[config.mk]
export PLATFORM = sky130hd
export DESIGN_NAME = chained_alu_pipe
export DESIGN_NICKNAME = d
export VERILOG_FILES = /design/src/rtl/alu_pkg.sv /design/src/rtl/alu_datapath.sv /design/src/rtl/chained_alu_pipe.sv
export SDC_FILE = /design/constraint.sdc
export NUM_CORES = 1
export LEC_CHECK = 0
export CORE_MARGIN = 4
export CORE_UTILIZATION = 30
export DETAILED_ROUTE_END_ITERATION = 8
export PLACE_DENSITY = 0.52
export SLEW_MARGIN = 20
export SYNTH_ARGS = -nofsm -noshare
export SYNTH_HDL_FRONTEND = slang
export SYNTH_HIERARCHICAL = 1
export SYNTH_SLANG_ARGS = --single-unit
[constraint.sdc]
create_clock -name clk -period 8.6 [get_ports clk]
set_clock_uncertainty 0.15 [all_clocks]
set_input_delay 1.72 -clock clk [delete_from_list [all_inputs] [get_ports clk]]
set_output_delay 1.72 -clock clk [all_outputs]
set_load 0.1 [all_outputs]
[src/rtl/alu_pkg.sv]
// Shared opcode encoding and opcode-class helpers for the chained ALU pipeline.
package alu_pkg;

    localparam int unsigned ALU_OP_W = 3;

    typedef enum logic [ALU_OP_W-1:0] {
        OpAdd = 3'b000,
        OpSub = 3'b001,
        OpAnd = 3'b010,
        OpOr  = 3'b011,
        OpXor = 3'b100,
        OpNot = 3'b101,
        OpAdc = 3'b110,
        OpSbc = 3'b111
    } alu_op_t;

    function automatic logic op_is_arith(alu_op_t op);
        return (op == OpAdd) || (op == OpSub) || (op == OpAdc) || (op == OpSbc);
    endfunction

    function automatic logic op_is_sub(alu_op_t op);
        return (op == OpSub) || (op == OpSbc);
    endfunction

endpackage

[src/rtl/alu_datapath.sv]
// Combinational ALU core: one shared adder for all arithmetic ops plus bitwise logic.
module alu_datapath
    import alu_pkg::*;
#(
    parameter int unsigned WIDTH = 16
) (
    input  logic [WIDTH-1:0]    a,
    input  logic [WIDTH-1:0]    b,
    input  logic [ALU_OP_W-1:0] op,
    input  logic                cin_flag,
    output logic [WIDTH-1:0]    result,
    output logic                c,
    output logic                v,
    output logic                n,
    output logic                z
);

    alu_op_t          op_e;
    logic             sub;
    logic             arith;
    logic             cin;
    logic [WIDTH-1:0] b_x;
    logic [WIDTH:0]   sum_full;
    logic [WIDTH-1:0] sum_low;
    logic             cout;
    logic             c_msb;

    assign op_e = alu_op_t'(op);

    always_comb begin
        sub   = op_is_sub(op_e);
        arith = op_is_arith(op_e);
        b_x   = b ^ {WIDTH{sub}};

        unique case (op_e)
            OpSub:   cin = 1'b1;
            OpAdc:   cin = cin_flag;
            OpSbc:   cin = ~cin_flag;
            default: cin = 1'b0;
        endcase

        sum_full = {1'b0, a} + {1'b0, b_x} + {{WIDTH{1'b0}}, cin};
        // Low-bit sum isolates the carry into the MSB for the overflow flag.
        sum_low  = {1'b0, a[WIDTH-2:0]} + {1'b0, b_x[WIDTH-2:0]} + {{(WIDTH-1){1'b0}}, cin};
        cout     = sum_full[WIDTH];
        c_msb    = sum_low[WIDTH-1];

        result = sum_full[WIDTH-1:0];
        unique case (op_e)
            OpAnd:   result = a & b;
            OpOr:    result = a | b;
            OpXor:   result = a ^ b;
            OpNot:   result = ~a;
            default: result = sum_full[WIDTH-1:0];
        endcase

        c = arith & (cout ^ sub);
        v = arith & (c_msb ^ cout);
        n = arith & result[WIDTH-1];
        z = (result == '0);
    end

endmodule

[src/rtl/chained_alu_pipe.sv]
// Registered ALU stage with valid/ready handshake, persistent carry for ADC/SBC
// chains and a sticky overflow flag.
module chained_alu_pipe
    import alu_pkg::*;
#(
    parameter int unsigned WIDTH = 16
) (
    input  logic                clk,
    input  logic                rst_n,
    input  logic                in_valid,
    output logic                in_ready,
    input  logic [WIDTH-1:0]    in_a,
    input  logic [WIDTH-1:0]    in_b,
    input  logic [ALU_OP_W-1:0] in_op,
    output logic                out_valid,
    input  logic                out_ready,
    output logic [WIDTH-1:0]    out_result,
    output logic                out_c,
    output logic                out_v,
    output logic                out_n,
    output logic                out_z,
    output logic                carry_flag,
    output logic                sticky_v,
    input  logic                clr_sticky
);

    logic [WIDTH-1:0] dp_result;
    logic             dp_c;
    logic             dp_v;
    logic             dp_n;
    logic             dp_z;
    logic             accept;
    logic             in_arith;

    logic             valid_q;
    logic [WIDTH-1:0] result_q;
    logic             c_q;
    logic             v_q;
    logic             n_q;
    logic             z_q;
    logic             carry_q;
    logic             sticky_q;

    alu_datapath #(
        .WIDTH (WIDTH)
    ) u_datapath (
        .a        (in_a),
        .b        (in_b),
        .op       (in_op),
        .cin_flag (carry_q),
        .result   (dp_result),
        .c        (dp_c),
        .v        (dp_v),
        .n        (dp_n),
        .z        (dp_z)
    );

    // Depends only on output-side state so a held result never blocks a drain.
    assign in_ready = !valid_q || out_ready;
    assign accept   = in_valid && in_ready;
    assign in_arith = op_is_arith(alu_op_t'(in_op));

    always_ff @(posedge clk or negedge rst_n) begin
        if (!rst_n) begin
            valid_q  <= 1'b0;
            result_q <= '0;
            c_q      <= 1'b0;
            v_q      <= 1'b0;
            n_q      <= 1'b0;
            z_q      <= 1'b0;
            carry_q  <= 1'b0;
            sticky_q <= 1'b0;
        end else begin
            if (accept) begin
                valid_q  <= 1'b1;
                result_q <= dp_result;
                c_q      <= dp_c;
                v_q      <= dp_v;
                n_q      <= dp_n;
                z_q      <= dp_z;
                if (in_arith) begin
                    carry_q <= dp_c;
                end
            end else if (valid_q && out_ready) begin
                valid_q <= 1'b0;
            end

            if (accept && dp_v) begin
                sticky_q <= 1'b1;
            end else if (clr_sticky) begin
                sticky_q <= 1'b0;
            end
        end
    end

    assign out_valid  = valid_q;
    assign out_result = result_q;
    assign out_c      = c_q;
    assign out_v      = v_q;
    assign out_n      = n_q;
    assign out_z      = z_q;
    assign carry_flag = carry_q;
    assign sticky_v   = sticky_q;

endmodule

==> results_dict.tcl, run 1 <==
set metrics [dict create \
    ys_seq_area_frac 0.176 \
    vias 2824 \
    hold_viol_final 0 \
    seq_power_share 0.200 \
    boundaryPins 64 \
    period_minus_slack_ps 6520 \
    syn-num-nets 469 \
    cap_viol_max_count 0 \
    swShare 0.549 \
    holdCritPathClass "flop to flop" \
    path_max_fanout 16 \
    antenna_left 0 \
    p_sw_mw 0.436 \
    layout_commonest_cell "clkdlybuf4s50_1" \
    ys_ff_latch 23 \
    fin_ws_ps 2080 \
    power.total_mw 0.793 \
    pwr-share-clk 0.083 \
    die-area_sq_um 12700 \
    reg2reg_slack_ps 4380 \
    drt_iter0_drc 112 \
    synthArstFlopShare 1.00 \
    yosys_warnings 6 \
    fin_setup_tns_ps 0 \
    top_layer_used "met4" \
    fp.coreArea_sq_um 10500 \
    cts_buffer_depth 2 \
    drt-total-wl_um 8130 \
    grt_max_degree 59 \
    cts_tree "built" \
    initial_utilization 0.313 \
    grt_usage 0.128 \
    antennaDiodeCount 0 \
    routed-wl-met3_um 232 \
    pre_cts_ws_ps 1780 \
    nNetsFinal 517 \
    cts_root_buf "clkbuf_8" \
    status "finished clean" \
    timing.slew.headroom 0.341 \
    rsz0062_at_grt "no" \
    comb_power_share 0.717 \
    cts_resized 0 \
    irDropWorstVdd_mv 0.188 \
    dp_hpwl_um 6500 \
    placed_area_sq_um 3950 \
    worstPathArrival_ps 6570 \
    yosys_most_used_dff "dfrtp_1" \
    synth_edf_count 0 \
    p_int_mw 0.358 \
    grt_pass1_vias 2780 \
    wl_met1_um 3930 \
    port_buffers 63 \
    ys_types 63 \
    via_per_inst 5.02 \
    wl_met2_um 3900 \
    areaGrowthSynthToFinish_pct 21.7 \
    final.period_utilization 0.758 \
    hold-worst-slack_ps 342 \
    drive_above_1_share 0.101 \
    clkSinkCount 23 \
    cp-start-kind "input pin" \
    cts_htree_levels 1 \
    clock.fmax_ghz 0.153 \
    layout_common_cells "61 x clkdlybuf4s50_1, 48 x ha_1, 43 x inv_1, 24 x nand2_1" \
    syn_inst 379 \
    grt_pass1_wl_um 13600 \
    slew_viol_final 0 \
    drc 0 \
    clk_latency_ps 260 \
    avgSynthCellArea_sq_um 8.65 \
    fp-row-count 37 \
    final_area_sq_um 3990 \
    syn_area_sq_um 3280 \
    worstMarginPinSlew_ps 989 \
    cts_made_buffers 3 \
    gr-total-overflow 0 \
    routabilityCongestion 0.829 \
    required_ps 8650 \
    postCtsSetupRepairBufs 0 \
    worstSetupPathType "input pin to flop" \
    die_w_um 113 \
    dr.pass1.iters 4 \
    wl_per_cell_um 14.5 \
    end_kind "flop" \
    power.density_nw_per_um2 199 \
    p_leak_nw 1.81 \
    clk_pin_slew_ps 70 \
    dieHeight_um 113 \
    antenna_found_initial 0 \
    setup_violations 0 \
    ctsHoldBuffers 0 \
]
critical path, stage by stage:
cell	delay, ps
clkdlybuf4s50_1	620
nand2b_1	510
nand3_1	190
buf_4	320
xnor2_1	200
fa_1	450
a21o_1	210
a221o_1	400
xnor2_2	160
o21ai_2	70
or4_1	550
or4b_1	470
or4_1	420
nor3_2	120
mux2_4	160
logic make-up (layout without fill, tap and decap cells):
group | count (synthesis) | count (layout) | synth area share
adders and majority gates | 50 | 50 | 0.195
xor gates and xnor gates | 28 | 28 | 0.0771
and+or+nand+nor | 91 | 91 | 0.146
muxes | 27 | 27 | 0.112
AOI/OAI and AO/OA | 96 | 96 | 0.205
buffers and inverters | 64 | 111 | 0.0893
DFF | 23 | 23 | 0.176
sequential cells by signal, summed over array words and instances, names as in the netlist:
signal / flops
carry_flag: 1
out_result: 16
out_n: 1
out_z: 1
out_valid: 1
sticky_v: 1
out_c: 1
out_v: 1
through the flow:
step / util / std cells
after CTS: 0.382 / 562
after detailed placement: 0.378 / 558
after floorplan: - / 379
final: 0.381 / 562
after global placement: 0.378 / 558
after global routing: 0.381 / 562
cell type report:
| class | instances | area [sq um] |
|---|---|---|
| Clock buffer | 4 | 45.0 |
| Tap cell | 136 | 170 |
| Timing Repair Buffer | 64 | 628 |
| Inverter | 43 | 161 |
| Sequential cell | 23 | 576 |
| Multi-Input combinational cell | 292 | 2410 |
| Fill cell | 1092 | 6470 |
Yosys cell counts (all sizes together), types with 5 or more instances:
| master | number | area (sq um) |
|---|---|---|
| a21oi | 19 | 95.1 |
| ha | 48 | 601 |
| nand2 | 25 | 101 |
| o21ai | 19 | 98.8 |
| a31oi | 7 | 50.1 |
| mux2 | 21 | 308 |
| buf | 12 | 77.6 |
| nor2b | 5 | 31.3 |
| clkbuf | 9 | 53.8 |
| nor3 | 6 | 35.0 |
| o22ai | 6 | 37.5 |
| mux2i | 6 | 60.1 |
| or2 | 6 | 37.5 |
| nand2b | 5 | 38.8 |
| dfrtp | 23 | 576 |
| nand3 | 9 | 45.0 |
| inv | 43 | 161 |
| xnor2 | 24 | 218 |
| o211ai | 8 | 60.1 |
| a211oi | 9 | 67.6 |
| nor2 | 19 | 71.3 |
power by group through the flow:
| stage | clock (mW) | sequential, mW | combinational [mW] |
|---|---|---|---|
| after floorplan | 0 | 0.386 | 0.210 |
| after global placement | 0 | 0.161 | 0.568 |
| after detailed placement | 0 | 0.161 | 0.572 |
| after CTS | 0.0689 | 0.159 | 0.572 |
| after global routing | 0.0722 | 0.163 | 0.604 |
| final | 0.0656 | 0.159 | 0.569 |
metal layers:
layer,vias to the layer above,GRT usage
met4,0,0.0329
li1,1452,-
met2,43,0.220
met3,7,0.0124
met5,-,0
met1,1322,0.171
worst paths after layout:
kind / from / endpoint / cells past startpoint
setup / recovery: in_op[2] / out_z / 15
hold / removal: out_v / out_v / 1
setup reg to reg: carry_flag / out_z / 15
hold reg to reg: out_v / out_v / 1
max in group asynchronous: rst_n / out_result[13] / 1
min in group asynchronous: rst_n / out_result[3] / 1
No activity file was read; power rests on OpenSTA's default activity.
==> inputs of run 2 (changes only) <==
==> constraint.sdc (replaced) <==
create_clock -name clk -period 6.7 [get_ports clk]
set_clock_uncertainty 0.15 [all_clocks]
set_input_delay 1.34 -clock clk [delete_from_list [all_inputs] [get_ports clk]]
set_output_delay 1.34 -clock clk [all_outputs]
set_load 0.1 [all_outputs]
==> run 2 against run 1 <==
Critical path depth stayed put; flip-flop and latch count did not move; first-iteration DRC count rose by 12%; global-route usage grew 0.35 points; combinational power up 29%; via count fell by 0.14%; worst hold slack improved by 11 ps; clock-buffer cell count unchanged; critical path type unchanged.
==> results_dict.tcl, run 2 (synthesis gave the netlist of run 1 again) <==
set metrics [dict create \
    status "finished clean" \
    p_leak_nw 1.83 \
    drt_iter0_drc 125 \
    grt_max_degree 43 \
    dp_hpwl_um 6680 \
    p_int_mw 0.461 \
    die_w_um 113 \
    wl_per_cell_um 14.6 \
    postCtsSetupRepairBufs 0 \
    drt-total-wl_um 8290 \
    p_sw_mw 0.558 \
    seq_power_share 0.201 \
    antenna_left 0 \
    ctsHoldBuffers 0 \
    n_fill_cell 1074 \
    fp-row-count 37 \
    hold-worst-slack_ps 352 \
    layout_commonest_cell "clkdlybuf4s50_1" \
    required_ps 6750 \
    clock.fmax_ghz 0.176 \
    final.period_utilization 0.846 \
    utilization 0.385 \
    setup_violations 0 \
    cp-start-kind "input pin" \
    drive_above_1_share 0.111 \
    nNetsFinal 522 \
    cap_viol_max_count 0 \
    largest_reg_flops 16 \
    cts_resized 0 \
    rsz0062_at_grt "no" \
    slowest_stage "clkdlybuf4s50_1" \
    power.density_nw_per_um2 253 \
    dr.pass1.iters 4 \
    critPathMostFrequentCell "or4_1" \
    drc 0 \
    comb_power_share 0.720 \
    path_max_fanout 16 \
    regArea_sq_um 576 \
    grt_pass1_vias 2834 \
    initial_utilization 0.313 \
    clk_latency_ps 250 \
    antenna_found_initial 0 \
    pwr-share-clk 0.079 \
    layout_common_cells "61 x clkdlybuf4s50_1, 48 x ha_1, 43 x inv_1, 24 x nand2_1" \
    cts_made_buffers 3 \
    via_per_inst 4.97 \
    die-area_sq_um 12700 \
    clkSinkCount 23 \
    period_minus_slack_ps 5670 \
    fin_setup_tns_ps 0 \
    swShare 0.547 \
    grt_pass1_wl_um 14000 \
    slew_viol_final 0 \
    fp.coreArea_sq_um 10500 \
    end_kind "flop" \
    areaGrowthSynthToFinish_pct 22.9 \
    worstPathArrival_ps 5720 \
    worstPathCellList "clkdlybuf4s50_1 > nand2b_1 > nand3_1 > buf_4 > xnor2_1 > fa_1 > a21o_1 > a221o_1 > xnor2_2 > o21ai_2 > or4_1 > or4b_1 > or4_1 > nor3_2 > mux2_4" \
    worstSetupPathType "input pin to flop" \
    timing.slew.headroom 0.344 \
    fin_cells 567 \
    dp_cells 563 \
    cts_root_buf "clkbuf_8" \
    worstMarginPinSlew_ps 981 \
    crit_path_max_incr_delay_ps 630 \
    port_buffers 63 \
    fin_ws_ps 1030 \
    routabilityCongestion 0.825 \
    clk_pin_slew_ps 70 \
    cts_buffer_depth 2 \
    grt_usage 0.131 \
    multi_input_area_sq_um 2410 \
    cts_htree_levels 1 \
    vias 2820 \
    dieHeight_um 113 \
    cts_tree "built" \
    hold_viol_final 0 \
    antennaDiodeCount 0 \
    pre_cts_ws_ps 735 \
    holdCritPathClass "flop to flop" \
    boundaryPins 64 \
    irDropWorstVdd_mv 0.202 \
    gr-total-overflow 0 \
]
[run 2: routing by layer]
| layer | up-vias | wire (um) | track usage |
|---|---|---|---|
| met5 | - | 0 | 0 |
| met4 | 0 | 160 | 0.0417 |
| met3 | 12 | 347 | 0.0113 |
| met2 | 53 | 3850 | 0.220 |
| met1 | 1304 | 3930 | 0.179 |
| li1 | 1451 | - | - |
[run 2: cell type report]
cell class              instances  share of cell area
flip-flops and latches         23               0.143
inverters                      43              0.0401
well taps                     136              0.0422
clock buffers                   4              0.0112
multi-input cells             292               0.598
repair buffers                 69               0.165
[run 2: power groups by stage]
stage	clock network [mW]	logic [mW]	registers (mW)
floorplan	0	0.270	0.495
global route	0.0900	0.779	0.211
CTS	0.0854	0.737	0.206
detailed placement	0	0.736	0.208
global placement	0	0.732	0.207
finish	0.0806	0.733	0.205
[run 2: critical path: cells and delay by family]
kind,cells,cell delay (ps)
adders and majority gates,1,440
buffers and inverters,2,900
AOI/OAI and AO/OA,3,670
and+or+nand+nor,6,1860
muxes,1,150
xor gates and xnor gates,2,350
[run 2: through the flow]
stage | instance area [sq um] | total power [mW]
floorplan | 3280 | 0.765
global placement | 3990 | 0.939
detailed placement | 3990 | 0.944
CTS | 4030 | 1.03
global route | 4030 | 1.08
finish | 4030 | 1.02
[run 2: worst paths after layout]
path,startpoint,slack [ps],to,depth (start not counted)
hold reg to reg,out_v,350,out_v,1
hold / removal,out_v,350,out_v,1
min in group asynchronous,rst_n,890,out_result[2],1
max in group asynchronous,rst_n,5180,sticky_v,1
setup reg to reg,carry_flag,2510,out_z,15
setup / recovery,in_op[2],1030,out_z,15
==> inputs of run 3 (changes only) <==
--- a/config.mk
+++ b/config.mk
@@ -8,7 +8,7 @@
 export CORE_MARGIN = 4
 export CORE_UTILIZATION = 30
 export DETAILED_ROUTE_END_ITERATION = 8
-export PLACE_DENSITY = 0.52
+export PLACE_DENSITY = 0.54
 export SLEW_MARGIN = 20
 export SYNTH_ARGS = -nofsm -noshare
 export SYNTH_HDL_FRONTEND = slang
==> constraint.sdc (replaced) <==
create_clock -name clk -period 4.9 [get_ports clk]
set_clock_uncertainty 0.15 [all_clocks]
set_input_delay 0.98 -clock clk [delete_from_list [all_inputs] [get_ports clk]]
set_output_delay 0.98 -clock clk [all_outputs]
set_load 0.1 [all_outputs]
==> run 3 against run 2 <==
Clock power rose by 36%; first-iteration DRC count decreased by 21%; die area unchanged; clock-buffer cell count did not move; sequential power rose by 36%; flip-flop and latch count unchanged; core utilization grew 4.7 points; combinational power up 54%; sequential share of layout area decreased by 1.6 points; largest cell class unchanged.
==> results_dict.tcl, run 3 (synthesis gave the netlist of run 1 again) <==
set metrics [dict create \
    status "finished clean" \
    slew_viol_final 0 \
    hold_depth 1 \
    swShare 0.521 \
    antennaDiodeCount 0 \
    antenna_left 0 \
    critical-path-top-delay-family "simple AND/OR/NAND/NOR gates" \
    pwr-share-clk 0.073 \
    vias 2992 \
    dp_cells 613 \
    layout_commonest_cell "buf_4" \
    cp-start-kind "input pin" \
    worstSetupPathType "input pin to flop" \
    clk_pin_slew_ps 70 \
    initial_utilization 0.313 \
    comb_power_share 0.744 \
    cts_htree_levels 1 \
    gr-total-overflow 0 \
    hold_viol_final 0 \
    crit_path_max_incr_delay_ps 550 \
    areaGrowthSynthToFinish_pct 37.8 \
    drc 0 \
    end_kind "flop" \
    cap_viol_max_count 0 \
    boundaryPins 64 \
    clk_latency_ps 250 \
    reg2reg_to "out_z" \
    clock.fmax_ghz 0.209 \
    die_w_um 113 \
    hp-start "out_v" \
    cts_tree "built" \
    clkSinkCount 23 \
    die-area_sq_um 12700 \
    port_buffers 63 \
    fin_setup_tns_ps 0 \
    p_sw_mw 0.789 \
    ctsHoldBuffers 0 \
    fp-row-count 37 \
    p_leak_nw 2.13 \
    dieHeight_um 113 \
    power.total_mw 1.51 \
    setup_violations 0 \
    worstPathArrival_ps 4840 \
    via_per_inst 4.82 \
    p_int_mw 0.724 \
    cts_made_buffers 3 \
    timing.slew.headroom 0.349 \
    routabilityCongestion 0.819 \
    grt_pass1_vias 2976 \
    drt_iter0_drc 99 \
    worstPathCellList "buf_4 > buf_6 > ha_1 > nand3_1 > nor2_1 > a21oi_2 > fa_2 > inv_2 > fa_2 > a21o_1 > a221o_1 > xnor2_2 > o21ai_2 > or4_4 > or4b_4 > or4_4 > nor3_2 > mux2_4" \
    required_ps 4950 \
    drt-total-wl_um 8760 \
    seq_power_share 0.184 \
    nNetsFinal 576 \
    slowest_stage "or4_4" \
    r2r_cells 15 \
    layout_common_cells "61 x buf_4, 57 x clkdlybuf4s50_1, 48 x ha_1, 41 x inv_1, 24 x nand2_1" \
    path_max_fanout 6 \
    dr.pass1.iters 4 \
    wl_per_cell_um 14.1 \
    grt_pass1_wl_um 14400 \
    largest_reg_flops 16 \
    grt_usage 0.134 \
    reg2reg_slack_ps 760 \
    dp_hpwl_um 7300 \
    worstSetupPathDepth 18 \
    min_to "out_v" \
    final.period_utilization 0.978 \
    worstMarginPinSlew_ps 973 \
    antenna_found_initial 0 \
    cts_buffer_depth 2 \
    power.density_nw_per_um2 335 \
    cts_root_buf "clkbuf_8" \
    holdCritPathClass "flop to flop" \
    grt_max_degree 45 \
    reg2reg_from "carry_flag" \
    fp.coreArea_sq_um 10500 \
    path_buf_inv 3 \
    fin_cells 621 \
    drive_above_1_share 0.247 \
    irDropWorstVdd_mv 0.410 \
    period_minus_slack_ps 4790 \
]
## run 3: changes by cell type in the layout (fill, tap and decap cells not counted), sizes merged
cell,change
buf,+57
clkdlybuf4s50,-4
dlygate4sd2,+1
## run 3: through the flow
step                hold slack, ps  cell area [sq um]  setup slack [ps]   util
floorplan                      534               3350              -191      -
global route                   366               4520             -3.91  0.432
CTS                            345               4470              15.5  0.427
detailed placement             327               4390              -552  0.419
finish                         340               4520               108  0.432
global placement               325               4390              -464  0.419
## run 3: repair_timing
item / CTS / global route
buffers inserted: 0 / 4
pin swaps: 12 / 17
resized for setup: 20 / 6
endpoints found under the setup margin: 1 / 1
## run 3: power groups by stage
| stage | registers, mW | clock network [mW] | logic, mW |
|---|---|---|---|
| 2_1_floorplan | 0.677 | 0 | 0.377 |
| 3_3_place_gp | 0.281 | 0 | 1.10 |
| 3_5_place_dp | 0.283 | 0 | 1.11 |
| 4_1_cts | 0.280 | 0.117 | 1.12 |
| 5_1_grt | 0.286 | 0.126 | 1.19 |
| 6_report | 0.278 | 0.110 | 1.13 |
## run 3: worst max-delay path by stage
stage,start,endpoint,slack [ps]
detailed placement,in_op[1],out_z,-550
global route,in_op[1],out_z,-4
CTS,in_op[1],out_z,20
floorplan,in_op[0],out_z,-190
finish,in_op[1],out_z,110
global placement,in_op[1],out_z,-460
## run 3: final cells by class
class	count	area, sq um
timing repair buffer	123	1070
fill	1078	5940
inverter	43	161
clock buffer	4	45.0
sequential	23	576
multi-input combinational	292	2500
tap	136	170
## run 3: metal layers
layer | up-vias | track usage | wire length (um)
met3 | 8 | 0.00916 | 310
met2 | 59 | 0.228 | 4060
met5 | - | 0 | 0
li1 | 1565 | - | -
met4 | 0 | 0.0321 | 111
met1 | 1360 | 0.185 | 4270
